File: config.mk
export PLATFORM = sky130hd
export DESIGN_NAME = booth_datapath
export DESIGN_NICKNAME = d
export VERILOG_FILES = /design/src/rtl/booth_datapath.sv
export SDC_FILE = /design/constraint.sdc
export NUM_CORES = 1
export LEC_CHECK = 0
export ABC_AREA = 1
export CAP_MARGIN = 20
export CORE_UTILIZATION = 53
export CTS_CLUSTER_DIAMETER = 200
export DETAILED_ROUTE_END_ITERATION = 8
export DONT_BUFFER_PORTS = 1
export PLACE_DENSITY = 0.66
export REMOVE_ABC_BUFFERS = 1
export SLEW_MARGIN = 20
export SYNTH_ARGS = -nofsm -noshare
export SYNTH_HDL_FRONTEND = slang
export SYNTH_SLANG_ARGS = --single-unit
File: constraint.sdc
create_clock -name clk -period 2 [get_ports clk]
set_input_delay 0.3 -clock clk [delete_from_list [all_inputs] [get_ports clk]]
set_output_delay 0.3 -clock clk [all_outputs]
set_load 0.02 [all_outputs]
File: src/rtl/booth_datapath.sv
// Booth multiplier register datapath: M, A (with guard bit), Q, Q[-1], add/sub unit
// and a saturating shift counter, all driven by strobes from the control FSM.
module booth_datapath #(
   parameter int unsigned WIDTH = 4
) (
   input  logic                           clk,
   input  logic                           rst_n,
   input  logic [WIDTH-1:0]               multiplier_in,
   input  logic [WIDTH-1:0]               multiplicand_in,
   input  logic                           q1,
   input  logic                           q2,
   input  logic                           a1,
   input  logic                           a2,
   input  logic                           m1,
   input  logic                           alu1,
   output logic                           c1,
   output logic                           c2,
   output logic [2*WIDTH-1:0]             product,
   output logic [$clog2(WIDTH+1)-1:0]     shift_count,
   output logic                           product_valid
);

   localparam int unsigned CW = $clog2(WIDTH+1);

   logic [WIDTH-1:0] r_m;
   logic [WIDTH:0]   r_a;      // extra guard bit keeps A-M from overflowing
   logic [WIDTH-1:0] r_q;
   logic             r_qm1;
   logic [CW-1:0]    r_cnt;

   logic [WIDTH:0]   w_m_ext;
   logic [WIDTH:0]   w_alu;

   // Add/subtract of sign-extended M against the guarded accumulator
   always_comb begin
      w_m_ext = {r_m[WIDTH-1], r_m};
      w_alu   = alu1 ? (r_a - w_m_ext) : (r_a + w_m_ext);
   end

   // Multiplicand register: loads on m1, otherwise holds
   always_ff @(posedge clk or negedge rst_n) begin
      if (!rst_n) begin
         r_m <= '0;
      end else if (m1) begin
         r_m <= multiplicand_in;
      end
   end

   // Accumulator: hold / load ALU / arithmetic shift right / clear
   always_ff @(posedge clk or negedge rst_n) begin
      if (!rst_n) begin
         r_a <= '0;
      end else begin
         unique case ({a1, a2})
            2'b01:   r_a <= w_alu;
            2'b10:   r_a <= {r_a[WIDTH], r_a[WIDTH:1]};
            2'b11:   r_a <= '0;
            default: r_a <= r_a;
         endcase
      end
   end

   // Multiplier, Q[-1] and shift counter; a Q load restarts the count
   always_ff @(posedge clk or negedge rst_n) begin
      if (!rst_n) begin
         r_q   <= '0;
         r_qm1 <= 1'b0;
         r_cnt <= '0;
      end else begin
         unique case ({q1, q2})
            2'b01: begin
               r_q   <= multiplier_in;
               r_qm1 <= 1'b0;
               r_cnt <= '0;
            end
            2'b10: begin
               // Pre-edge A[0] shifts in, even if A loads on the same edge
               r_q   <= {r_a[0], r_q[WIDTH-1:1]};
               r_qm1 <= r_q[0];
               if (r_cnt != CW'(WIDTH)) begin
                  r_cnt <= r_cnt + CW'(1);
               end
            end
            default: begin
               r_q   <= r_q;
               r_qm1 <= r_qm1;
               r_cnt <= r_cnt;
            end
         endcase
      end
   end

   // Outputs decode registered state only
   always_comb begin
      c1            = r_q[0];
      c2            = r_qm1;
      product       = {r_a[WIDTH-1:0], r_q};
      shift_count   = r_cnt;
      product_valid = (r_cnt == CW'(WIDTH));
   end

endmodule
* After elaboration in Yosys (flattened, before gate mapping)
Cells that the tools add are included.
** Storage, ports and cells
- Bits of input ports :: 16
- Memories :: 0
- Output and inout port bits :: 14
- Bits in registers :: 17
- Bits in latches :: 0
- Memory bits (writable) :: 0
- Memory bits (read-only) :: 0
** Cells by class
- Bitwise logic cells :: 1
- Multiplexer cells :: 6
- Equal/unequal tests :: 8
- Add/subtract/negate cells :: 3
- Reduce and logical (&&, ||, !) cells :: 5
- $lt $le $gt $ge :: 0
- Shift operators :: 0
- Multiply operators :: 0
- Divide/modulo/power cells :: 0
** Operators with widths (number)
- 5-bit one-hot mux with 3 select lines :: 1
- 4-bit one-hot mux with 2 select lines :: 1
- 2-bit equality test (second input constant) :: 3
- 3-bit one-hot mux with 2 select lines :: 1
- 5-bit adder :: 1
- 5-bit two-way mux :: 1
- 5-bit subtractor :: 1
- 2-bit by 1-bit equality test with 1-bit output (second input constant) :: 2
- 2-bit AND reduction :: 2
- 2-bit nonzero test :: 2
- 3-bit by 1-bit adder with 3-bit output (second input constant) :: 1
- 3-bit equality test (second input constant) :: 1
- 3-bit two-way mux :: 1
- 3-bit inequality test (second input constant) :: 1
- 3-bit nonzero test :: 1
- 2-bit inequality test (second input constant) :: 1
- 1-bit one-hot mux with 2 select lines :: 1
- 1-bit NOT :: 1

* Depth between registers and ports, before layout
Gate-level depths: netlist of run 1.
- Word-level depth :: 3
- Depth in mapped cells :: 13

* Least setup slack after synthesis of run 1
OpenSTA, ideal clock, no wires.
- Kind :: register -> register
- Start :: reg r_m[0]
- End :: reg r_a[3]
- Cell stages (with the launch flop) :: 10
- Slack :: 247 ps
- Required time :: 1883 ps
- Arrival time :: 1636 ps
- Cell sequence :: dfrtp_1 inv_1 ha_1 o21ai_0 ha_1 nand3_1 nand2_1 or2_1 nand3_1 nand2_1
** On the way
- Word-level cells in the longest chain between the ends :: 3
** RTL lines
- start, declared :: RTL line 25 : logic [WIDTH-1:0] r_m;
- start signal, assigned :: RTL line 45 : r_m <= multiplicand_in;
- 5-bit adder or 5-bit subtractor (tied branches) :: RTL line 37 : w_alu = alu1 ? (r_a - w_m_ext) : (r_a + w_m_ext);
- 5-bit two-way mux * :: RTL line 37
- 5-bit one-hot mux with 3 select lines * :: RTL line 54 : unique case ({a1, a2})
- end signal, assigned :: RTL line 55 : 2'b01: r_a <= w_alu;
- end signal, assigned :: RTL line 56 : 2'b10: r_a <= {r_a[WIDTH], r_a[WIDTH:1]};
- end signal, assigned :: RTL line 58 : default: r_a <= r_a;
- end, declared :: RTL line 26 : logic [WIDTH:0] r_a;
Mark *: on every way between the ends. The rest lies on a longest branch, timed or not.
A chain may end at the register's enable or synchronous reset.

* Worst setup path in the final report of run 1
Same ends and word-level chain as after synthesis.

==> results of run 1 <==
[Yosys cell counts]
cell type	instances
nand2_1	34
inv_1	22
dfrtp_1	17
nand3_1	16
o21ai_0	10
ha_1	9
buf_4	5
nor2_1	5
o211ai_1	4
a21oi_1	2
nand2_2	2
o21ai_1	2
a22oi_1	1
a31oi_1	1
buf_2	1
fa_1	1
mux2_2	1
nor2_4	1
o22ai_1	1
o311ai_0	1
or2_1	1
xnor2_1	1
xor2_1	1
[where the power goes]
part           switching [mW]  leakage (nW)  total (mW)  internal (mW)
Clock                   0.123        0.0139       0.199         0.0760
Sequential              0.177         0.214       0.597          0.420
Combinational           0.246         0.375       0.452          0.206
[through the flow]
stage                     total power, mW  hold slack, ps  util, %  setup slack, ps
after floorplan                    0.8826           4.409        -            246.9
after global placement             0.9434           4.753    55.48            167.7
after detailed placement           0.9623           4.770    55.48            104.5
after CTS                           1.172           89.34    57.53            59.43
after global routing                1.346           93.98    61.99            12.32
final                               1.248           96.23    61.99            141.6
[worst max-delay path, delay by kind of cell (launching register included)]
kind            cells  cell delay [ps]
fa+ha+maj           2              500
simple gates        6              550
compound gates      2              230
flops               1              400
buf+inv             1               90
[layer usage]
metal,vias up,global-route usage [%]
met2,23,32.05
met1,397,26.48
met5,-,0
met4,0,6.857
li1,464,-
met3,2,3.774
[area by class of cell]
class / instances / area share (%)
Multi-Input combinational cell: 94 / 48.46
Sequential cell: 17 / 34.98
Inverter: 22 / 6.790
Timing Repair Buffer: 7 / 4.527
Tap cell: 27 / 2.778
Clock buffer: 3 / 1.852
Clock inverter: 1 / 0.6173
[flip-flops by register name (all words and copies together) (netlist names)]
signal,cells
c2,1
r_a,5
r_m,4
r_q,4
shift_count,3
[worst paths after layout]
path                                       to  slack [ps]
min in group asynchronous  r_q[3]$_DFFE_PN0P_         510
hold / removal             r_m[0]$_DFFE_PN0P_         100
hold reg to reg            r_a[4]$_DFFE_PN0P_         610
setup reg to reg           r_a[3]$_DFFE_PN0P_         140
setup / recovery           r_a[3]$_DFFE_PN0P_         140
max in group asynchronous  r_a[3]$_DFFE_PN0P_        1010
[cells in the final DEF (no fill, tap or decap), drive strengths merged]
cell type    netlist  routed
fa                 1       1
a21oi              2       2
mux2               1       1
nand3             16      16
xor2               1       1
a22oi              1       1
clkinvlp           0       1
dfrtp             17      17
inv               22      22
or2                1       1
nand2             36      36
dlygate4sd3        0       1
nor2               6       6
ha                 9       9
o21ai             12      12
a31oi              1       1
xnor2              1       1
clkbuf             0       3
buf                6       6
o22ai              1       1
o311ai             1       1
o211ai             4       4
[kinds of logic after synthesis]
family	after synthesis
XOR/XNOR	2
multiplexers	1
AO/OA/AOI/OAI	22
AND/OR/NAND/NOR	59
flip-flops	17
adder cells (fa/ha/maj)	10
buffers and inverters	28
[what timing repair did]
item | 4_1_cts | 5_1_grt
hold buffers | 1 | 0
resized for setup | 0 | 11
buffers inserted | 0 | 6
endpoints found under the hold margin | 17 | 0
endpoints found under the setup margin | 0 | 2
==> key figures, run 1 <==
Critical path
  – Setup crit end kind: flip-flop
  – Critical path class: reg2reg
  – Worst path cell trace: inv_2 -> ha_4 -> nor2_2 -> nor2_2 -> a22oi_2 -> ha_1 -> a21oi_2 -> nand2_1 -> or2_1 -> nand3_1 -> nand2_1
  – Required @ worst endpoint: roughly 2200 ps
  – CP arrival: 2060 ps
  – Number of cells on the worst reg-to-reg path: 11
  – CP Launch Type: flip-flop
  – Reg-to-Reg Start: r_m[0]$_DFFE_PN0P_
  – Worst Setup SP: r_m[0]$_DFFE_PN0P_
  – CP Max Fanout: 4
  – Max incr delay on CP: roughly 400 ps
  – Crit path max-delay cell type: dfrtp_1

Global routing
  – First-pass GRT wire length: roughly 3.1 mm
  – Largest net degree at the start of global routing: 18
  – Number of global-route vias before repair: 770
  – Initial antenna violation count: 0
  – All-Layer GR Usage: a little under 20%
  – GR Overflow Total: 0

Clocking
  – CTS sink cnt: 17
  – Clock Latency Late Sink: ~300 ps
  – CTS tree: built
  – Root buffer cell: clkbuf_4
  – CTS Buf Count: 3
  – Worst-path clk slew: between 100 and 150 ps
  – H-Tree Depth: 1
  – CTS max path bufs: 2

Worst hold path
  – Tightest Hold Check Type: in2reg
  – Hold wc startpoint: m1
  – Hold depth: 1

Route
  – DR iter-0 viols: 19
  – DR vias: about 900
  – Top sig layer: met4
  – Pre-antenna DRT Iters: 5
  – Antenna Nets Post-Route: 0
  – DR DRC count: 0
  – Avg WL per Cell: around 12 um
  – Via density: around 5.2
  – Metal-1 WL: ~1.1 mm
  – Final WL: around 2.1 mm
  – Routed wl met2: around 970 um
  – WL met3: 94 um

Timing
  – Setup TNS: 0 ps
  – Slew Limit Fails: 0
  – Worst slew pin tran: 775.4 ps
  – # setup viols final: 0
  – Fmax: ~540 MHz
  – Count of final hold-check violations: 0
  – Slew HR: 48.13%
  – RSZ-0062 raised after global routing: false
  – Worst Clk Skew: 5.114 ps
  – Period Utilization, post-route: 92.92%
  – Final Critical Period: approximately 1900 ps

Cells and area
  – Area of the multi-input gates: 589.3 um^2
  – FILL cells: around 190
  – Share of cells above drive strength 1: between 15 and 20%
  – Storage cell area: around 430 um^2
  – N_diodes: 0
  – Synth-to-Final Area Change: 10.83%
  – Final non-filler cell total: 171
  – Final nets: approximately 170
  – Final instance area: roughly 0.0012 mm^2

Logic synthesis
  – Main combinational cell family by area after synthesis: simple AND/OR/NAND/NOR gates
  – Register bit total from synthesis: 17
  – Top-area cell type share of the netlist area: about two fifths
  – Fraction of synthesized area in multiplexers: 1.026%
  – Post-Synthesis Cell Area: 0.001097 mm^2
  – Post-Synth Adder-Cell Area: between 10% and 20%
  – Post-Synthesis Cells: 139
  – Synth unique cells: 23
  – Area leader, netlist: dfrtp_1
  – Average size of a mapped cell: roughly 7.9 um^2
  – Ys Warns: 0
  – Simple-gate share of the synthesized area: 23.38%
  – Post-synthesis sequential area ratio: approximately two fifths
  – XOR/XNOR Fraction of Synth Area: under 10%
  – Synth area leaders: dfrtp_1 39%, nand2_1 12%, ha_1 10%, inv_1 7.5%, nand3_1 7.3%
  – Synth Area in Compound Gates: a little under an eighth

Placement
  – GPL Wtd Cong: about 0.78
  – HPWL after DPL: about 1.5 mm
  – Placed Cells: 160
  – IO buf count: 0
  – Placed inst area: between 0.001 and 0.0015 mm^2

Run
  – Max cap viols: 0

Die
  – Initial core utilization: a little under three fifths
  – Die footprint: approximately 0.0023 mm^2
  – Row count: 16
  – # IOs: 30
  – Die Y: between 40 and 50 um
  – Core area: approximately 0.002 mm^2
  – Chip Width: roughly 48 um

Pwr
  – Leak Pwr: around 0.6 nW
  – Power Density: 1027 mW/mm^2
  – Max IR drop VDD: approximately 0.57 mV

Outcome
  – Outcome: finished clean
No activity file was read; power rests on OpenSTA's default activity.
==> inputs of run 2 (changes only) <==
--- a/config.mk
+++ b/config.mk
@@ -7,11 +7,13 @@
 export LEC_CHECK = 0
 export ABC_AREA = 1
 export CAP_MARGIN = 20
+export CORE_MARGIN = 2
 export CORE_UTILIZATION = 53
+export CTS_BUF_LIST = sky130_fd_sc_hd__clkbuf_8 sky130_fd_sc_hd__clkbuf_16
 export CTS_CLUSTER_DIAMETER = 200
 export DETAILED_ROUTE_END_ITERATION = 8
 export DONT_BUFFER_PORTS = 1
-export PLACE_DENSITY = 0.66
+export PLACE_DENSITY = 0.68
 export REMOVE_ABC_BUFFERS = 1
 export SLEW_MARGIN = 20
 export SYNTH_ARGS = -nofsm -noshare
==> key figures, run 2 (same netlist as run 1, synthesis figures left out) <==
Global routing
  – Initial antenna violation count: 0
  – GR Overflow Total: 0
  – Met2 Usage GRT: around 32%
  – GR peak layer: met2
  – Met1 usage in global routing: 23.26%
  – Number of global-route vias before repair: between 800 and 900
  – Largest net degree at the start of global routing: 18
  – First-pass GRT wire length: around 3.6 mm
  – All-Layer GR Usage: about a fifth
  – GR Layer Usage met3: 4.545%

Clocking
  – CTS max path bufs: 2
  – Clock Latency Late Sink: roughly 250 ps
  – H-Tree Depth: 1
  – CTS Buf Count: 3
  – Root buffer cell: clkbuf_8
  – CTS sink cnt: 17
  – Worst-path clk slew: about 70 ps
  – CTS tree: built

Critical path
  – Number of cells on the worst reg-to-reg path: 11
  – Reg2reg end: r_a[3]$_DFFE_PN0P_
  – Critical path class: reg2reg
  – Required @ worst endpoint: around 2200 ps
  – CP Launch Type: flip-flop
  – Reg-to-Reg Start: r_m[0]$_DFFE_PN0P_
  – CP Max Fanout: 4
  – R2R setup slack: between 100 and 150 ps
  – Setup crit end kind: flip-flop
  – CP arrival: roughly 2100 ps

Die
  – # IOs: 30
  – Chip Width: between 40 and 50 um
  – Row count: 16
  – Die footprint: about 0.0025 mm^2
  – Core area: around 0.0020 mm^2
  – Die Y: around 50 um
  – Initial core utilization: between 50% and 60%

Cells and area
  – Max reg flops: 5
  – Share of cells above drive strength 1: between 10% and 20%
  – Synth-to-Final Area Change: 7.639%
  – Storage cell area: roughly 430 um^2
  – Most common cell after layout, fill and taps aside: nand2_1
  – Final nets: between 150 and 200
  – FILL cells: approximately 190
  – Largest register by flop count: r_a
  – Final non-filler cell total: ~170
  – Most frequent cells in the layout: 34 x nand2_1, 20 x inv_1, 17 x dfrtp_1
  – N_diodes: 0
  – Biggest regs: r_a x5, r_m x4, r_q x4
  – Area of the multi-input gates: around 570 um^2

Timing
  – Setup TNS: 0 ps
  – # setup viols final: 0
  – Worst slew pin tran: roughly 770 ps
  – Period Utilization, post-route: 95.00%
  – Final Critical Period: 1900 ps
  – Worst Clk Skew: 0.7685 ps
  – RSZ-0062 raised after global routing: true
  – Count of final hold-check violations: 0
  – Slew Limit Fails: 0
  – Slew HR: between 40% and 50%
  – Fmax: 526.3 MHz

Route
  – Pre-antenna DRT Iters: 4
  – DR DRC count: 0
  – Avg WL per Cell: about 13 um
  – DR iter-0 viols: 35
  – Final WL: 2.092 mm
  – Antenna Nets Post-Route: 0
  – DR vias: about 890
  – Via density: around 5.3

Pwr
  – Combinational cell fraction of total power: between 30% and 40%
  – Sw Pwr: 523.3 uW
  – Power Density: 1063 mW/mm^2
  – Sw Ratio: a little over two fifths
  – Leak Pwr: a little under 0.6 nW
  – Sequential power share: around 47%
  – Tot Pwr: around 1.3 mW
  – P_int: roughly 730 uW
  – Max IR drop VDD: between 0.5 and 0.6 mV
  – Clock power frac: 20.7%

Worst hold path
  – Hold wc startpoint: m1
  – WHS Endpoint: r_m[0]$_DFFE_PN0P_
  – Tightest Hold Check Type: in2reg
  – Hold depth: 1

Run
  – Max cap viols: 0

Placement
  – GPL Wtd Cong: ~0.75
  – Placed Cells: 160
  – HPWL after DPL: 1.589 mm
  – IO buf count: 0

Outcome
  – Outcome: finished clean
run 2: changes by cell type in the layout (fill, tap and decap cells not counted), sizes merged:
cell / previous run / this run
clkinv: 0 / 1
buf: 6 / 2
clkinvlp: 1 / 0
run 2: per-layer routing:
metal	vias up	wire, um
li1	449	-
met1	410	958
met2	24	968
met3	2	143
met4	0	22
met5	-	0
run 2: stage by stage:
| step | utilization [%] | instance area (um^2) | hold slack [ps] | setup WS [ps] |
|---|---|---|---|---|
| after global routing | 60.20 | 1181 | 143.8 | -9.182 |
| after CTS | 58.35 | 1145 | 151.0 | 62.45 |
| after global placement | 55.48 | 1089 | 4.749 | 179.2 |
| after detailed placement | 55.48 | 1089 | 4.756 | 82.19 |
| final | 60.20 | 1181 | 156.8 | 100.1 |
| after floorplan | - | 1055 | 4.409 | 246.9 |
run 2: what timing repair did:
item | CTS | global route
endpoints found under the setup margin | 0 | 2
endpoints found under the hold margin | 17 | 0
gates resized for setup | 0 | 7
hold buffers | 1 | 0
setup buffers | 0 | 2
run 2: worst max-delay path: stages, from the launching register on:
cell and delay, ps:
dfrtp_1 390, inv_2 100, ha_4 140, nor2_1 40
nor2_1 140, a22oi_2 80, ha_1 360, a21oi_2 150
nand2_1 70, or2_1 210, nand3_1 70, nand2_1 50
run 2: how the worst max path moves through the flow:
stage / from / to / slack (ps) / cells after the start
after floorplan: r_m[0]$_DFFE_PN0P_ / r_a[3]$_DFFE_PN0P_ / 250 / 9
after global placement: r_m[0]$_DFFE_PN0P_ / r_a[3]$_DFFE_PN0P_ / 180 / 11
after detailed placement: r_m[0]$_DFFE_PN0P_ / r_a[3]$_DFFE_PN0P_ / 80 / 9
after CTS: r_m[0]$_DFFE_PN0P_ / r_a[3]$_DFFE_PN0P_ / 60 / 9
after global routing: r_m[0]$_DFFE_PN0P_ / r_a[3]$_DFFE_PN0P_ / -9 / 11
final: r_m[0]$_DFFE_PN0P_ / r_a[3]$_DFFE_PN0P_ / 100 / 11
run 2: power groups by stage:
| stage | Sequential, mW | Clock [mW] | Combinational, mW |
|---|---|---|---|
| 6_report | 0.593 | 0.260 | 0.403 |
| 5_1_grt | 0.610 | 0.280 | 0.471 |
| 4_1_cts | 0.595 | 0.267 | 0.374 |
| 3_5_place_dp | 0.602 | 0 | 0.363 |
| 3_3_place_gp | 0.597 | 0 | 0.346 |
| 2_1_floorplan | 0.579 | 0 | 0.304 |
run 2: final cells by class:
class | instances | share of cell area [%]
sequential | 17 | 36.02
timing repair buffer | 3 | 2.119
clock buffer | 3 | 3.496
clock inverter | 1 | 0.4237
tap | 27 | 2.860
multi-input combinational | 94 | 48.09
inverter | 22 | 6.992
